**config.mk**
```make
export PLATFORM = sky130hd
export DESIGN_NAME = rps_match_engine
export DESIGN_NICKNAME = d
export VERILOG_FILES = /design/src/rtl/rps_pkg.sv /design/src/rtl/rps_round_judge.sv /design/src/rtl/rps_match_engine.sv
export SDC_FILE = /design/constraint.sdc
export NUM_CORES = 1
export LEC_CHECK = 0
export CORE_MARGIN = 4
export CORE_UTILIZATION = 40
export CTS_CLUSTER_DIAMETER = 100
export DETAILED_ROUTE_END_ITERATION = 16
export RECOVER_POWER = 100
export SLEW_MARGIN = 20
export SYNTH_ARGS = -nofsm -noshare
export SYNTH_HDL_FRONTEND = slang
export SYNTH_HIERARCHICAL = 1
export SYNTH_SLANG_ARGS = --single-unit
export TNS_END_PERCENT = 20
```
**constraint.sdc**
```tcl
create_clock -name clk -period 3.3 [get_ports clk]
set_input_delay 0.33 -clock clk [delete_from_list [all_inputs] [get_ports clk]]
set_output_delay 0.33 -clock clk [all_outputs]
set_load 0.1 [all_outputs]
```
**src/rtl/rps_pkg.sv**
```systemverilog
// Shared types and the round-judging rule for the rock-paper-scissors blocks.
//   choice_t : 2-bit player choice (11 marks an invalid / forfeit input)
//   result_t : 2-bit round or match outcome
//   state_t  : match controller states
//   judge()  : scores one round from two choices
package rps_pkg;

  typedef enum logic [1:0] {
    ROCK     = 2'b00,
    PAPER    = 2'b01,
    SCISSORS = 2'b10,
    INVALID  = 2'b11
  } choice_t;

  typedef enum logic [1:0] {
    TIE    = 2'b00,
    P1_WIN = 2'b01,
    P2_WIN = 2'b10
  } result_t;

  typedef enum logic [1:0] {
    IDLE = 2'b00,
    EVAL = 2'b01,
    SHOW = 2'b10,
    DONE = 2'b11
  } state_t;

  // Equal choices tie (including both invalid); a lone invalid side forfeits.
  function automatic result_t judge(input choice_t a, input choice_t b);
    result_t r;
    logic    a_beats_b;
    a_beats_b = ((a == PAPER)    && (b == ROCK))     ||
                ((a == SCISSORS) && (b == PAPER))    ||
                ((a == ROCK)     && (b == SCISSORS));
    if (a == b) begin
      r = TIE;
    end else if (a == INVALID) begin
      r = P2_WIN;
    end else if (b == INVALID) begin
      r = P1_WIN;
    end else if (a_beats_b) begin
      r = P1_WIN;
    end else begin
      r = P2_WIN;
    end
    return r;
  endfunction

endpackage

```
**src/rtl/rps_round_judge.sv**
```systemverilog
// Combinational round judge, shared by the match engine and display/AI blocks.
//   a        : player-1 choice
//   b        : player-2 choice
//   result_c : combinational round outcome
module rps_round_judge
  import rps_pkg::*;
(
  input  choice_t a,
  input  choice_t b,
  output result_t result_c
);

  assign result_c = judge(a, b);

endmodule

```
**src/rtl/rps_match_engine.sv**
```systemverilog
// Best-of-ROUNDS rock-paper-scissors match controller.
// Captures both choices on a start rising edge, judges the round one cycle
// later, holds the result for SHOW_CYC cycles, and ends the match as soon as
// either player reaches the win target or all rounds are played.
//   clk, rst_n      : clock, asynchronous active-low reset
//   p1_choice       : player-1 choice (00 rock, 01 paper, 10 scissors, 11 invalid)
//   p2_choice       : player-2 choice, same encoding
//   start           : level input; a sampled 0->1 transition requests a round
//   clear           : synchronous abort back to IDLE with all scores zeroed
//   round_valid     : one-cycle pulse when round outputs update
//   round_result    : 00 tie, 01 P1 wins, 10 P2 wins
//   score1, score2  : rounds won by each player
//   round_num       : rounds played, ties included
//   match_done      : high while the match is finished
//   match_winner    : 00 draw/none, 01 P1, 10 P2 (valid with match_done)
//   busy            : high while a round is being evaluated or shown
module rps_match_engine
  import rps_pkg::*;
#(
  parameter  int unsigned ROUNDS   = 5,
  parameter  int unsigned SHOW_CYC = 4,
  localparam int unsigned SW       = $clog2(ROUNDS + 1)
) (
  input  logic          clk,
  input  logic          rst_n,
  input  logic [1:0]    p1_choice,
  input  logic [1:0]    p2_choice,
  input  logic          start,
  input  logic          clear,
  output logic          round_valid,
  output logic [1:0]    round_result,
  output logic [SW-1:0] score1,
  output logic [SW-1:0] score2,
  output logic [SW-1:0] round_num,
  output logic          match_done,
  output logic [1:0]    match_winner,
  output logic          busy
);

  localparam int unsigned WIN_T = (ROUNDS + 1) / 2;
  localparam int unsigned HW    = (SHOW_CYC > 1) ? $clog2(SHOW_CYC) : 1;

  state_t        state;
  logic          start_q;
  choice_t       p1_q;
  choice_t       p2_q;
  logic [HW-1:0] hold;

  logic          start_edge_c;
  logic          wipe_c;
  logic          finished_c;
  result_t       res_c;
  result_t       winner_c;

  // Round judge operates on the captured choices only.
  rps_round_judge u_judge (
    .a        (p1_q),
    .b        (p2_q),
    .result_c (res_c)
  );

  assign start_edge_c = start & ~start_q;

  // Clear always wipes; a start edge wipes only when leaving DONE.
  assign wipe_c = clear | ((state == DONE) & start_edge_c);

  assign finished_c = (score1 == SW'(WIN_T)) || (score2 == SW'(WIN_T)) ||
                      (round_num == SW'(ROUNDS));

  always_comb begin
    winner_c = TIE;
    if (score1 > score2) begin
      winner_c = P1_WIN;
    end else if (score2 > score1) begin
      winner_c = P2_WIN;
    end
  end

  // Match FSM with registered outputs.
  always_ff @(posedge clk or negedge rst_n) begin
    if (!rst_n) begin
      state        <= IDLE;
      start_q      <= 1'b0;
      p1_q         <= ROCK;
      p2_q         <= ROCK;
      hold         <= '0;
      round_valid  <= 1'b0;
      round_result <= 2'b00;
      score1       <= '0;
      score2       <= '0;
      round_num    <= '0;
      match_done   <= 1'b0;
      match_winner <= 2'b00;
      busy         <= 1'b0;
    end else begin
      start_q     <= start;
      round_valid <= 1'b0;

      if (wipe_c) begin
        state        <= IDLE;
        p1_q         <= ROCK;
        p2_q         <= ROCK;
        hold         <= '0;
        round_result <= 2'b00;
        score1       <= '0;
        score2       <= '0;
        round_num    <= '0;
        match_done   <= 1'b0;
        match_winner <= 2'b00;
        busy         <= 1'b0;
      end else begin
        unique case (state)
          IDLE: begin
            if (start_edge_c) begin
              p1_q  <= choice_t'(p1_choice);
              p2_q  <= choice_t'(p2_choice);
              busy  <= 1'b1;
              state <= EVAL;
            end
          end

          EVAL: begin
            round_valid  <= 1'b1;
            round_result <= 2'(res_c);
            round_num    <= round_num + SW'(1);
            if (res_c == P1_WIN) begin
              score1 <= score1 + SW'(1);
            end
            if (res_c == P2_WIN) begin
              score2 <= score2 + SW'(1);
            end
            hold  <= HW'(SHOW_CYC - 1);
            state <= SHOW;
          end

          // Scores updated in EVAL are already visible here, so the
          // end-of-match decision uses the post-round counts.
          SHOW: begin
            if (hold == '0) begin
              busy <= 1'b0;
              if (finished_c) begin
                match_done   <= 1'b1;
                match_winner <= 2'(winner_c);
                state        <= DONE;
              end else begin
                state <= IDLE;
              end
            end else begin
              hold <= hold - HW'(1);
            end
          end

          // Frozen; leaving DONE is handled by the wipe path.
          DONE: begin
            state <= DONE;
          end

          default: begin
            state <= IDLE;
          end
        endcase
      end
    end
  end

endmodule

```
==> results of run 1 <==
[path summary, 6_finish.rpt]
kind                              start            to  slack [ps]  cells after the start
min in group asynchronous         rst_n       p1_q[1]         810                      2
setup reg to reg                p2_q[1]     score2[1]        1190                      6
hold reg to reg              match_done    match_done         520                      2
max in group asynchronous         rst_n     score2[2]        1730                      2
setup / recovery           round_num[0]  round_num[0]         990                      1
hold / removal               match_done    match_done         520                      2
[power by group through the flow]
| stage | Sequential (mW) | Combinational, mW | Clock, mW |
|---|---|---|---|
| 6_report | 0.334 | 0.119 | 0.137 |
| 5_1_grt | 0.338 | 0.132 | 0.156 |
| 4_1_cts | 0.336 | 0.127 | 0.146 |
| 3_5_place_dp | 0.341 | 0.127 | 0 |
| 3_3_place_gp | 0.340 | 0.123 | 0 |
| 2_1_floorplan | 0.371 | 0.0589 | 0 |
[state kept, by name, indices dropped and copies added (netlist names)]
name and cells:
round_num 3, state 2, p1_q 2, match_done 1, start_q 1, hold 2, round_result 2, busy 1
round_valid 1, match_winner 2, p2_q 2, score1 3, score2 3
[layer usage]
layer,share of wire [%],global-route usage (%)
met1,47,17.5
met5,0,0
met3,3.6,3.71
met4,0.47,2.28
met2,49,26.0
[cells by family (layout without fill, tap and decap cells)]
group           count (synthesis)  after routing  share of synthesized area (%)
mux                             4              4                           2.89
simple gates                   40             40                           17.0
compound gates                 37             37                           17.7
fa+ha+maj                      10             10                           9.02
xor+xnor                        3              3                           1.89
flops                          25             25                           45.1
buf+inv                        20             42                           6.49
[final cells by class]
cell class / instances / area share (%)
Clock buffer: 3 / 1.37
Clock inverter: 1 / 0.304
Inverter: 14 / 3.20
Multi-Input combinational cell: 94 / 39.3
Sequential cell: 25 / 38.1
Tap cell: 46 / 3.50
Timing Repair Buffer: 24 / 14.2
[cells in the mapped netlist (3+ instances only)]
library cell / n
inv_1: 14
a211oi_1: 4
nand2_1: 10
o21ai_0: 11
nand3b_1: 4
ha_1: 10
a21oi_1: 7
nor2_1: 14
buf_2: 3
dfrtp_1: 25
o32ai_1: 3
a22oi_1: 4
xnor2_1: 3
mux2i_1: 4
[metrics by stage]
step | hold slack [ps] | instances | total power, mW | utilization [%] | cell area [µm²]
after floorplan | 34.4 | 139 | 0.430 | - | 1390
after global placement | 504 | 203 | 0.463 | 49.3 | 1650
after detailed placement | 513 | 203 | 0.468 | 49.3 | 1650
after CTS | 354 | 207 | 0.608 | 50.1 | 1670
after global routing | 573 | 207 | 0.626 | 49.3 | 1640
final | 522 | 207 | 0.591 | 49.3 | 1640
==> reports/metrics.cfg, run 1 <==
[outcome]
outcome = complete, no violations

[placed_design]
portBuffers = 23
place_hpwl_um = 2090
pre_cts_slack_ps = 1370
gp_congestion = 0.753

[worst_setup_path]
end_kind = primary output
max_stage_delay_ps = 1220
worstPathArrival_ps = 1980
crit_path_cell_trace = dlygate4sd3_1
worst_setup_path_start_kind = flop
cp.required_ps = 2970
worst-setup-path-type = flop to primary output
cp_top_family = buffers and inverters
crit_slowest_cell = dlygate4sd3_1
cp_max_fo = 5
crit_buf_inv = 1

[routing]
routed_wl_um = 2740
ant_nets = 0
wl_per_cell_um = 13.3
via_count = 1045
dr.first_iter.drc_count = 41
vias_per_cell = 5.05
route.detailed.drc = 0
dr.pass1.iters = 4

[sta]
drv_slew = 0
layout_setup_ws_ps = 989
hold_viol = 0
fmax_ghz = 0.433
finalSetupViolations = 0
fin_crit_sh_pct = 70.0
skew_ps = 3.20
slew_headroom_pct = 12.2
finalSetupTns_ps = 0
worstMarginPinSlew_ps = 1320
period_needed_ps = 2310
rsz0062_at_grt = no

[die]
core_area_mm2 = 0.00334
dieArea_mm2 = 0.00447
initial_core_util_pct = 41.6
fp-row-count = 21
num_io_pins = 24
die_w_um = 66.9
fp.dieH_um = 66.9

[layout]
final_cell_mix = dfrtp_1 (25), dlygate4sd3_1 (18), inv_1 (14), nor2_1 (14), o21ai_0 (11)
final_nets = 180
drive_above_1_share_pct = 4.35
diodes = 0
seq_area_um2 = 626
final_common_cell = dfrtp_1
area_growth_pct = 18.5
multi_input_area_um2 = 647
fillerInstances = 317

[power_and_ir_drop]
seqPwrFrac_pct = 56.6
internal-power_mw = 0.401
p_per_area_mw_per_mm2 = 359
comb_power_share_pct = 20.1
pwr-share-clk_pct = 23.3
p_leak_nw = 0.736
ir_drop_mv = 0.193
power.switching_mw = 0.190
p_sw_share_pct = 32.1

[synthesis]
yosysWarnings = 6
synth.area.top_cells = dfrtp_1 (45%), ha_1 (9.0%), o21ai_0 (4.0%)
async_flop_share_pct = 100
synth_fp_nets = 157
synth_area_mm2 = 0.00139
synth-seq-cells = 25
synth_edf_count = 0
syn_inst = 139
syn_avg_cell_area_um2 = 9.98
ys_seq_area_share_pct = 45.1
synth_flop_cell = dfrtp_1
synth_top_area_share_pct = 45.1
yosys.area.top_type = dfrtp_1
yosysUniqueCellTypes = 34

[clock_tree]
cts_tree = done
path_clk_slew_ps = 140
cts_resized = 0
hold_buffers = 0
clockRootBuffer = clkbuf_4
htree_levels = 1
clock_path_buffers = 2
post_cts_buffers = 0
clk_latency_ps = 320
numCtsBuffers = 3
cts.sinks = 25

[global_route]
grt_pass1_vias = 1088
overflow = 0
grt_max_degree = 26
grt_antenna_before_repair = 0
grt_pass1_wl_um = 4950
grt_usage_pct = 14.5

[hold_path]
min_path_type = flop to flop

[job]
maxCapViolCount = 0

Note: power is estimated with default switching activity, not from simulation.
==> run 2, diff against run 1 <==
Settings changed: PLACE_DENSITY set to 0.66.
Clock period 3.3 ns to 1.9 ns, I/O delays scaled along.
==> run 2 against run 1 <==
Net effect:
- design area grew 0.53%
- critical endpoint is now score2[1]
- global-route usage shrank 1.1 points
- final cell count grew 3.4%
- hold slack lost 48 ps
- worst setup slack lost 900 ps
- die area is the same
- power grew 78%
- clock skew shrank 2.1 ps
- routed wire length grew 0.95%
==> reports/metrics.cfg, run 2 (synthesis results as in run 1) <==
[placed_design]
post_dp_cell_area_mm2 = 0.00166  ; was 0.00165 mm²
dp_cells = 209  ; was 203
pre_cts_slack_ps = -27.2  ; was 1370 ps
gp_congestion = 0.731  ; was 0.753
portBuffers = 23  ; unchanged
place_hpwl_um = 2080  ; was 2090 µm

[global_route]
overflow = 0  ; unchanged
grt_pass1_vias = 1054  ; was 1088
grt_usage_pct = 13.4  ; was 14.5%
grt_antenna_before_repair = 0  ; unchanged
grt_pass1_wl_um = 4620  ; was 4950 µm
grt_max_degree = 26  ; unchanged

[worst_setup_path]
worst_setup_path_start_kind = flop  ; unchanged
max_stage_delay_ps = 550  ; was 1220 ps
ff2ff_setup_slack_ps = 90  ; was 1190 ps
cp_top_family = simple AND/OR/NAND/NOR gates  ; was buffers and inverters
crit_slowest_cell = or4b_1  ; was dlygate4sd3_1
worstPathArrival_ps = 2020  ; was 1980 ps
cp.required_ps = 2110  ; was 2970 ps
cp_max_fo = 5  ; unchanged
worst-setup-path-type = flop to flop  ; was flop to primary output
crit_path_cell_trace = or4b_1, o221ai_2, inv_2, nor3_4, mux2i_1, nor2_1  ; was dlygate4sd3_1
end_kind = flop  ; was primary output
crit_buf_inv = 1  ; unchanged

[power_and_ir_drop]
p_per_area_mw_per_mm2 = 637  ; was 359 mW/mm²
comb_power_share_pct = 21.3  ; was 20.1%
seqPwrFrac_pct = 55.1  ; was 56.6%
power.switching_mw = 0.347  ; was 0.190 mW
pwr-share-clk_pct = 23.6  ; was 23.3%
internal-power_mw = 0.706  ; was 0.401 mW
p_leak_nw = 0.729  ; was 0.736 nW
ir_drop_mv = 0.301  ; was 0.193 mV
p_sw_share_pct = 32.9  ; was 32.1%

[die]
fp-row-count = 21  ; unchanged
num_io_pins = 24  ; unchanged
fp.dieH_um = 66.9  ; unchanged
core_area_mm2 = 0.00334  ; unchanged
die_w_um = 66.9  ; unchanged
dieArea_mm2 = 0.00447  ; unchanged
initial_core_util_pct = 41.6  ; unchanged

[layout]
stdcell_count = 214  ; was 207
diodes = 0  ; unchanged
drive_above_1_share_pct = 25.0  ; was 4.35%
final_nets = 187  ; was 180
final_area_mm2 = 0.00165  ; was 0.00164 mm²
reg_top3 = round_num (3), score1 (3), score2 (3)  ; unchanged
final_common_cell = dfrtp_1  ; unchanged
final_cell_mix = dfrtp_1 (18), clkbuf_2 (16), nor2_1 (14), inv_1 (13)  ; was dfrtp_1 (25), dlygate4sd3_1 (18), inv_1 (14), nor2_1 (14), o21ai_0 (11)
area_growth_pct = 19.1  ; was 18.5%

[routing]
route.detailed.drc = 0  ; unchanged
wl_per_cell_um = 12.9  ; was 13.3 µm
routed_wl_um = 2770  ; was 2740 µm
ant_nets = 0  ; unchanged
dr.pass1.iters = 4  ; unchanged
vias_per_cell = 5.10  ; was 5.05
via_count = 1091  ; was 1045
dr.first_iter.drc_count = 31  ; was 41

[clock_tree]
hold_buffers = 0  ; unchanged
cts_tree = done  ; unchanged
numCtsBuffers = 3  ; unchanged
cts.sinks = 25  ; unchanged
clock_path_buffers = 2  ; unchanged
path_clk_slew_ps = 150  ; was 140 ps
clockRootBuffer = clkbuf_4  ; unchanged
clk_latency_ps = 310  ; was 320 ps
htree_levels = 1  ; unchanged

[sta]
finalSetupViolations = 0  ; unchanged
period_needed_ps = 1810
fmax_ghz = 0.552
hold_viol = 0  ; unchanged
finalSetupTns_ps = 0  ; unchanged
skew_ps = 1.05  ; was 3.20 ps
drv_slew = 0  ; unchanged
slew_headroom_pct = 10.1  ; was 12.2%
layout_setup_ws_ps = 87.0  ; was 989 ps
fin_hold_ws_ps = 474  ; was 522 ps
fin_crit_sh_pct = 95.4
worstMarginPinSlew_ps = 1350  ; was 1320 ps

[outcome]
outcome = complete, no violations  ; unchanged

[hold_path]
min_path_type = input pin to flop  ; was flop to flop

[job]
maxCapViolCount = 0  ; unchanged

[run 2: cell types whose count changed in the layout (fill, tap and decap cells not counted), sizes merged]
cell / delta
clkbuf: +18
clkinvlp: +1
clkinv: -1
buf: +5
dlygate4sd3: -16
[run 2: worst register-to-register path, cell delays in order (launching register included)]
cell	delay (ps)
dfrtp_1	440
or4b_1	550
o221ai_2	110
inv_2	80
nor3_4	240
mux2i_1	230
nor2_1	60
[run 2: power by group through the flow]
stage | Clock (mW) | Sequential, mW | Combinational (mW)
detailed placement | 0 | 0.591 | 0.229
CTS | 0.256 | 0.581 | 0.232
global route | 0.278 | 0.584 | 0.245
global placement | 0 | 0.589 | 0.223
finish | 0.249 | 0.580 | 0.224
floorplan | 0 | 0.644 | 0.102
[run 2: through the flow]
step / util, % / total power [mW]
finish: 49.5 / 1.05
global placement: 49.7 / 0.812
global route: 49.5 / 1.11
detailed placement: 49.7 / 0.820
floorplan: - / 0.746
CTS: 50.8 / 1.07
[run 2: repair_timing]
item                                    in CTS  in global routing
endpoints found under the setup margin       2                  3
gates resized for setup                      2                  3
pin swaps                                    1                  1
gates cloned                                 0                  0
setup buffers                                0                  1
[run 2: layer usage]
metal / global-route usage [%] / routed length (µm) / part of all wire, % / vias to the layer above
li1: - / - / - / 544
met1: 16.9 / 1260 / 46 / 533
met2: 23.5 / 1410 / 51 / 12
met3: 2.02 / 79 / 2.9 / 2
met4: 3.80 / 16 / 0.58 / 0
met5: 0 / 0 / 0 / -
[run 2: path summary, 6_finish.rpt]
check / start / end / cells after the start
min in group asynchronous: rst_n / score1[1] / 2
max in group asynchronous: rst_n / score2[1] / 2
max reg2reg: p2_q[1] / score2[1] / 6
min reg2reg: match_done / match_done / 2
min: start / start_q / 1
max: p2_q[1] / score2[1] / 6
[run 2: final cells by class]
cell class / count / area (µm²)
Sequential cell: 25 / 634
Clock inverter: 1 / 7.51
Clock buffer: 3 / 22.5
Inverter: 14 / 52.6
Fill cell: 354 / 1680
Multi-Input combinational cell: 94 / 676
Timing Repair Buffer: 31 / 203
Tap cell: 46 / 57.6
==> patch 1 (settings of run 2) <==
Register the output `round_result` once more, without a reset; this adds one clock of latency there. The other outputs are not delayed to match.
--- a/src/rtl/rps_match_engine.sv
+++ b/src/rtl/rps_match_engine.sv
@@ -39,6 +39,8 @@
 
   localparam int unsigned WIN_T = (ROUNDS + 1) / 2;
   localparam int unsigned HW    = (SHOW_CYC > 1) ? $clog2(SHOW_CYC) : 1;
+
+  logic [1:0] round_result_s0;
 
   state_t        state;
   logic          start_q;
@@ -85,7 +87,7 @@
       p2_q         <= ROCK;
       hold         <= '0;
       round_valid  <= 1'b0;
-      round_result <= 2'b00;
+      round_result_s0 <= 2'b00;
       score1       <= '0;
       score2       <= '0;
       round_num    <= '0;
@@ -101,7 +103,7 @@
         p1_q         <= ROCK;
         p2_q         <= ROCK;
         hold         <= '0;
-        round_result <= 2'b00;
+        round_result_s0 <= 2'b00;
         score1       <= '0;
         score2       <= '0;
         round_num    <= '0;
@@ -121,7 +123,7 @@
 
           EVAL: begin
             round_valid  <= 1'b1;
-            round_result <= 2'(res_c);
+            round_result_s0 <= 2'(res_c);
             round_num    <= round_num + SW'(1);
             if (res_c == P1_WIN) begin
               score1 <= score1 + SW'(1);
@@ -163,5 +165,9 @@
     end
   end
 
+  always_ff @(posedge clk) begin
+    round_result <= round_result_s0;
+  end
+
 endmodule
 
Behaviour: not the same (Yosys sat finds a counterexample within 4 cycles, from zero or initial values and one cycle with rst_n low).
==> patch 1 against run 2 <==
  * Final area grew 2.7%
  * Global-route usage is 1.2 points higher
  * Clock skew increased by 0.012 ns
  * Synthesized cell count grew 5.8%
  * Count of clock-buffer cells in the layout stayed put
  * Sequential cell count is 2 higher
  * Total power increased by 4.7%
  * Final cell count grew 3.7%
  * Synthesized area is 2.8% higher
  * Setup slack improved by 0.016 ns
  * Routed wire length up 7.0%
  * Critical endpoint is now score2[2]
  * Largest power group unchanged
==> patch 1: results (changes against run 2) <==
* Status: finished, final reports clean
* DRT iter0 DRCs at 40 (+29%)
* Top cells by area, synth: dfrtp_1 (44%), ha_1 (8.8%), nor2_1 (6.3%)
* Critical path's largest stage delay at 0.56 ns
* Post-route DRC violation count at 0 (unchanged)
* Int Pwr at 752 uW (+6.6%)
* Post-synth ARST share at 92.6% (-7.4 points)
* H-Tree Level Count at 1 (unchanged)
* Port bufs at 23 (unchanged)
* DP Area at 1710 sq um (+3.1%)
* GRT Total Usage at 14.6% (+1.2 points)
* Vias/cell at 5.18 (+1.5%)
* Initial antenna violation count at 0 (unchanged)
* Cells after DPL at 218 (+4.3%)
* Wire length per cell at 13.4 um (+3.1%)
* RePlAce Congestion at 0.777 (+6.3%)
* Static Leak at 0.738 nW (+1.2%)
* Post-synthesis xor/xnor area fraction at 1.84% (-0.051 points)
* Root Driver: clkbuf_4
* Worst skew pair latency at 0.33 ns (+0.02 ns)
* Hold crit path type: register to register
* WP data arrival at 2.03 ns
* Clock-pin slew on the worst setup and hold paths at 0.15 ns (about the same)
* Peak supply drop at 0.000378 V (+26%)
* Largest registers: round_num x3, score1 x3, score2 x3
* Pre-CTS WS at 0.0699 ns (+0.0971 ns)
* Nets at 195 (+4.3%)
* Total wire length at 2960 um (+7.0%)
* Mux contribution to synthesized area at 2.81% (-0.078 points)
* Worst setup startpoint: p2_q[1]
* Synth top area share at 43.9% (-1.2 points)
* Post-CTS Setup Inserts at 0 (unchanged)
* Syn Nets at 165 (+5.1%)
* Vias in the first global route at 1141 (+8.3%)
* Post-CTS resize count at 0 (-2)
* Min-delay src: round_result_s0[0]
* First-pass GRT wire length at 5060 um (+9.6%)
* Worst-margin pin slew at 1.36 ns (+0.00656 ns)
* Post-DP HPWL at 2220 um (+6.7%)
* Top cells by count, synth: dfrtp_1 (25), nor2_1 (24), nand2_1 (12)
* Synth Area per Inst at 9.70 sq um (-2.8%)
* Share of cells above drive strength 1 at 23.3% (-1.7 points)
* N_diodes at 0 (unchanged)
* Ys Warns at 6 (unchanged)
* Global route overflow at 0 (unchanged)
* Detailed Routing Iterations Pass 1 at 4 (unchanged)
* Synth Area in Adders at 8.77% (-0.25 points)
* Slowest-stage cell, CP: or4b_4
* Crit path max fanout at 4 (-1)
* Clk_skew at 0.0132 ns (+0.0122 ns)
* Compound-Gate Fraction of Synth Area at 15.6% (-2.1 points)
* Clk buf depth at 2 (unchanged)
* Seq/Total Area, Yosys at 46.7% (+1.6 points)
[patch 1: power by group through the flow]
stage	sequential (mW)	combinational (mW)	clock, mW
final	0.623	0.226	0.252
after global placement	0.631	0.230	0
after global routing	0.627	0.248	0.284
after floorplan	0.686	0.105	0
after detailed placement	0.634	0.234	0
after CTS	0.623	0.235	0.265
[patch 1: final timing paths]
| path | endpoint | slack, ns | depth (start not counted) |
|---|---|---|---|
| min reg2reg | round_result[0] | 0.41 | 0 |
| max in group asynchronous | score2[2] | 0.40 | 2 |
| max | score2[2] | 0.10 | 5 |
| max reg2reg | score2[2] | 0.10 | 5 |
| min in group asynchronous | p1_q[1] | 0.61 | 2 |
| min | round_result[0] | 0.41 | 0 |
[patch 1: cells by family after synthesis]
logic type,count (synthesis)
muxes,4
xor gates and xnor gates,3
adders and majority gates,10
buffers and inverters,16
AOI/OAI and AO/OA,34
and+or+nand+nor,53
DFF,27
[patch 1: area by class of cell]
| type | instances | area (sq um) |
|---|---|---|
| Clock buffer | 3 | 22.5 |
| Clock inverter | 1 | 7.51 |
| Fill cell | 320 | 1690 |
| Inverter | 11 | 41.3 |
| Multi-Input combinational cell | 104 | 701 |
| Sequential cell | 27 | 676 |
| Tap cell | 46 | 57.6 |
| Timing Repair Buffer | 30 | 193 |
[patch 1: worst reg2reg max path, cell delays in order, from the launching register on]
cell	delay, ns
dfrtp_1	0.46
or4b_4	0.56
o221ai_2	0.09
nor3b_4	0.30
nor2_1	0.07
a211oi_1	0.23
[patch 1: per-layer routing]
layer | vias to the layer above | track usage [%] | share of wire (%)
li1 | 567 | - | -
met1 | 552 | 18.0 | 45
met2 | 28 | 25.2 | 50
met3 | 2 | 2.83 | 4.6
met4 | 0 | 5.32 | 0.61
met5 | - | 0 | 0
==> patch 2 (config.mk and constraints of run 2) <==
Without the edit above. Change the parameter `SHOW_CYC` from 4 to 8.
--- a/src/rtl/rps_match_engine.sv
+++ b/src/rtl/rps_match_engine.sv
@@ -18,7 +18,7 @@
   import rps_pkg::*;
 #(
   parameter  int unsigned ROUNDS   = 5,
-  parameter  int unsigned SHOW_CYC = 4,
+  parameter  int unsigned SHOW_CYC = 8,
   localparam int unsigned SW       = $clog2(ROUNDS + 1)
 ) (
   input  logic          clk,
Behaviour: not the same (a bounded check fails within 10 cycles, from zero or initial values and one cycle with rst_n low).
==> patch 2 against run 2 <==
  * Total power is 27% higher
  * Sequential cell count is 1 higher
  * Synthesized area is 3.8% higher
  * Final area is 4.1% higher
  * Largest cell class unchanged
  * Critical endpoint unchanged
  * Final cell count is 2.3% higher
  * Setup slack better by 0.022 ns
  * Core utilization is 0.83 points higher
  * Routed wire length is 8.5% higher
==> patch 2: results (changes against run 2) <==
* Status: finished, final reports clean
* Nets at 193 (+3.2%)
* Post-DP HPWL at 2330 um (+12%)
* Power Density at 779 nW/um^2 (+22%)
* Rel. slew slack at 6.53% (-3.6 points)
* GRT Total Usage at 14.2% (+0.82 points)
* Share of cells above drive strength 1 at 24.3% (-0.72 points)
* Combinational gate power at 330 uW (+47%)
* Static Leak at 0.775 nW (+6.3%)
* Met3 usage at 2.13% (+0.11 points)
* Wire length per cell at 13.7 um (+6.0%)
* Mux contribution to synthesized area at 3.48% (+0.59 points)
* Seq/Total Area, Yosys at 45.2% (+0.092 points)
* Vias/cell at 5.12 (+0.49%)
* RePlAce Congestion at 0.753 (+3.0%)
* Compound-Gate Fraction of Synth Area at 18.2% (+0.57 points)
* Met2 Use GR at 25.3% (+1.8 points)
* Top cells by area, synth: dfrtp_1 (45%), ha_1 (9.6%), nor2_1 (5.2%)
* Metal-1 WL at 1340 um (+5.9%)
* Clk pwr share at 29.0% (+5.4 points)
* Fillers at 330 (-6.8%)
* Clk_skew at 0.00702 ns (+0.00597 ns)
* Synth Area in Adders at 9.56% (+0.54 points)
* Post-synthesis xor/xnor area fraction at 1.82% (-0.069 points)
* Routing usage on met1 at 17.5% (+0.66 points)
* Distinct cells, synth at 35 (+2.9%)
* Peak supply drop at 0.000350 V (+17%)
[patch 2: cell count changes after synthesis, sizes merged, moves of 2 or more]
cell | run 2 | this run
nor2 | 14 | 20
nand3b | 4 | 0
a31oi | 0 | 3
nand2 | 10 | 13
nor3b | 2 | 5
o32ai | 3 | 0
a211oi | 4 | 2
a21oi | 7 | 9
inv | 14 | 12
nor3 | 2 | 0
o22ai | 0 | 2
[patch 2: cells by family (layout without fill, tap and decap cells)]
group	count (synthesis)	count (layout)
xor+xnor	3	3
fa+ha+maj	11	11
simple gates	44	44
flops	26	26
compound gates	38	38
mux	5	5
buf+inv	17	46
[patch 2: worst paths after layout]
path	start	endpoint	slack, ns	depth (start not counted)
hold reg to reg	match_done	match_done	0.53	2
max in group asynchronous	rst_n	round_num[0]	0.37	2
min in group asynchronous	rst_n	hold[0]	0.62	2
setup reg to reg	p2_q[1]	score2[1]	0.11	5
setup / recovery	p2_q[1]	score2[1]	0.11	5
hold / removal	p2_choice[0]	p2_q[0]	0.39	3
[patch 2: final cells by class]
class / count / share of cell area, %
multi-input cells: 101 / 41.2
flip-flops and latches: 26 / 38.4
repair buffers: 30 / 11.4
well taps: 46 / 3.35
inverters: 12 / 2.62
clock inverters: 1 / 1.75
clock buffers: 3 / 1.31
[patch 2: stage by stage]
step | cell area, sq um | hold slack (ns) | setup slack (ns) | cells | util [%]
after CTS | 1770 | 0.204 | 0.102 | 219 | 51.9
after global placement | 1720 | 0.488 | 0.188 | 215 | 50.4
after detailed placement | 1720 | 0.509 | 0.121 | 215 | 50.4
after global routing | 1720 | 0.422 | 0.000886 | 219 | 50.4
after floorplan | 1450 | -0.106 | 0.0303 | 144 | -
final | 1720 | 0.393 | 0.109 | 219 | 50.4
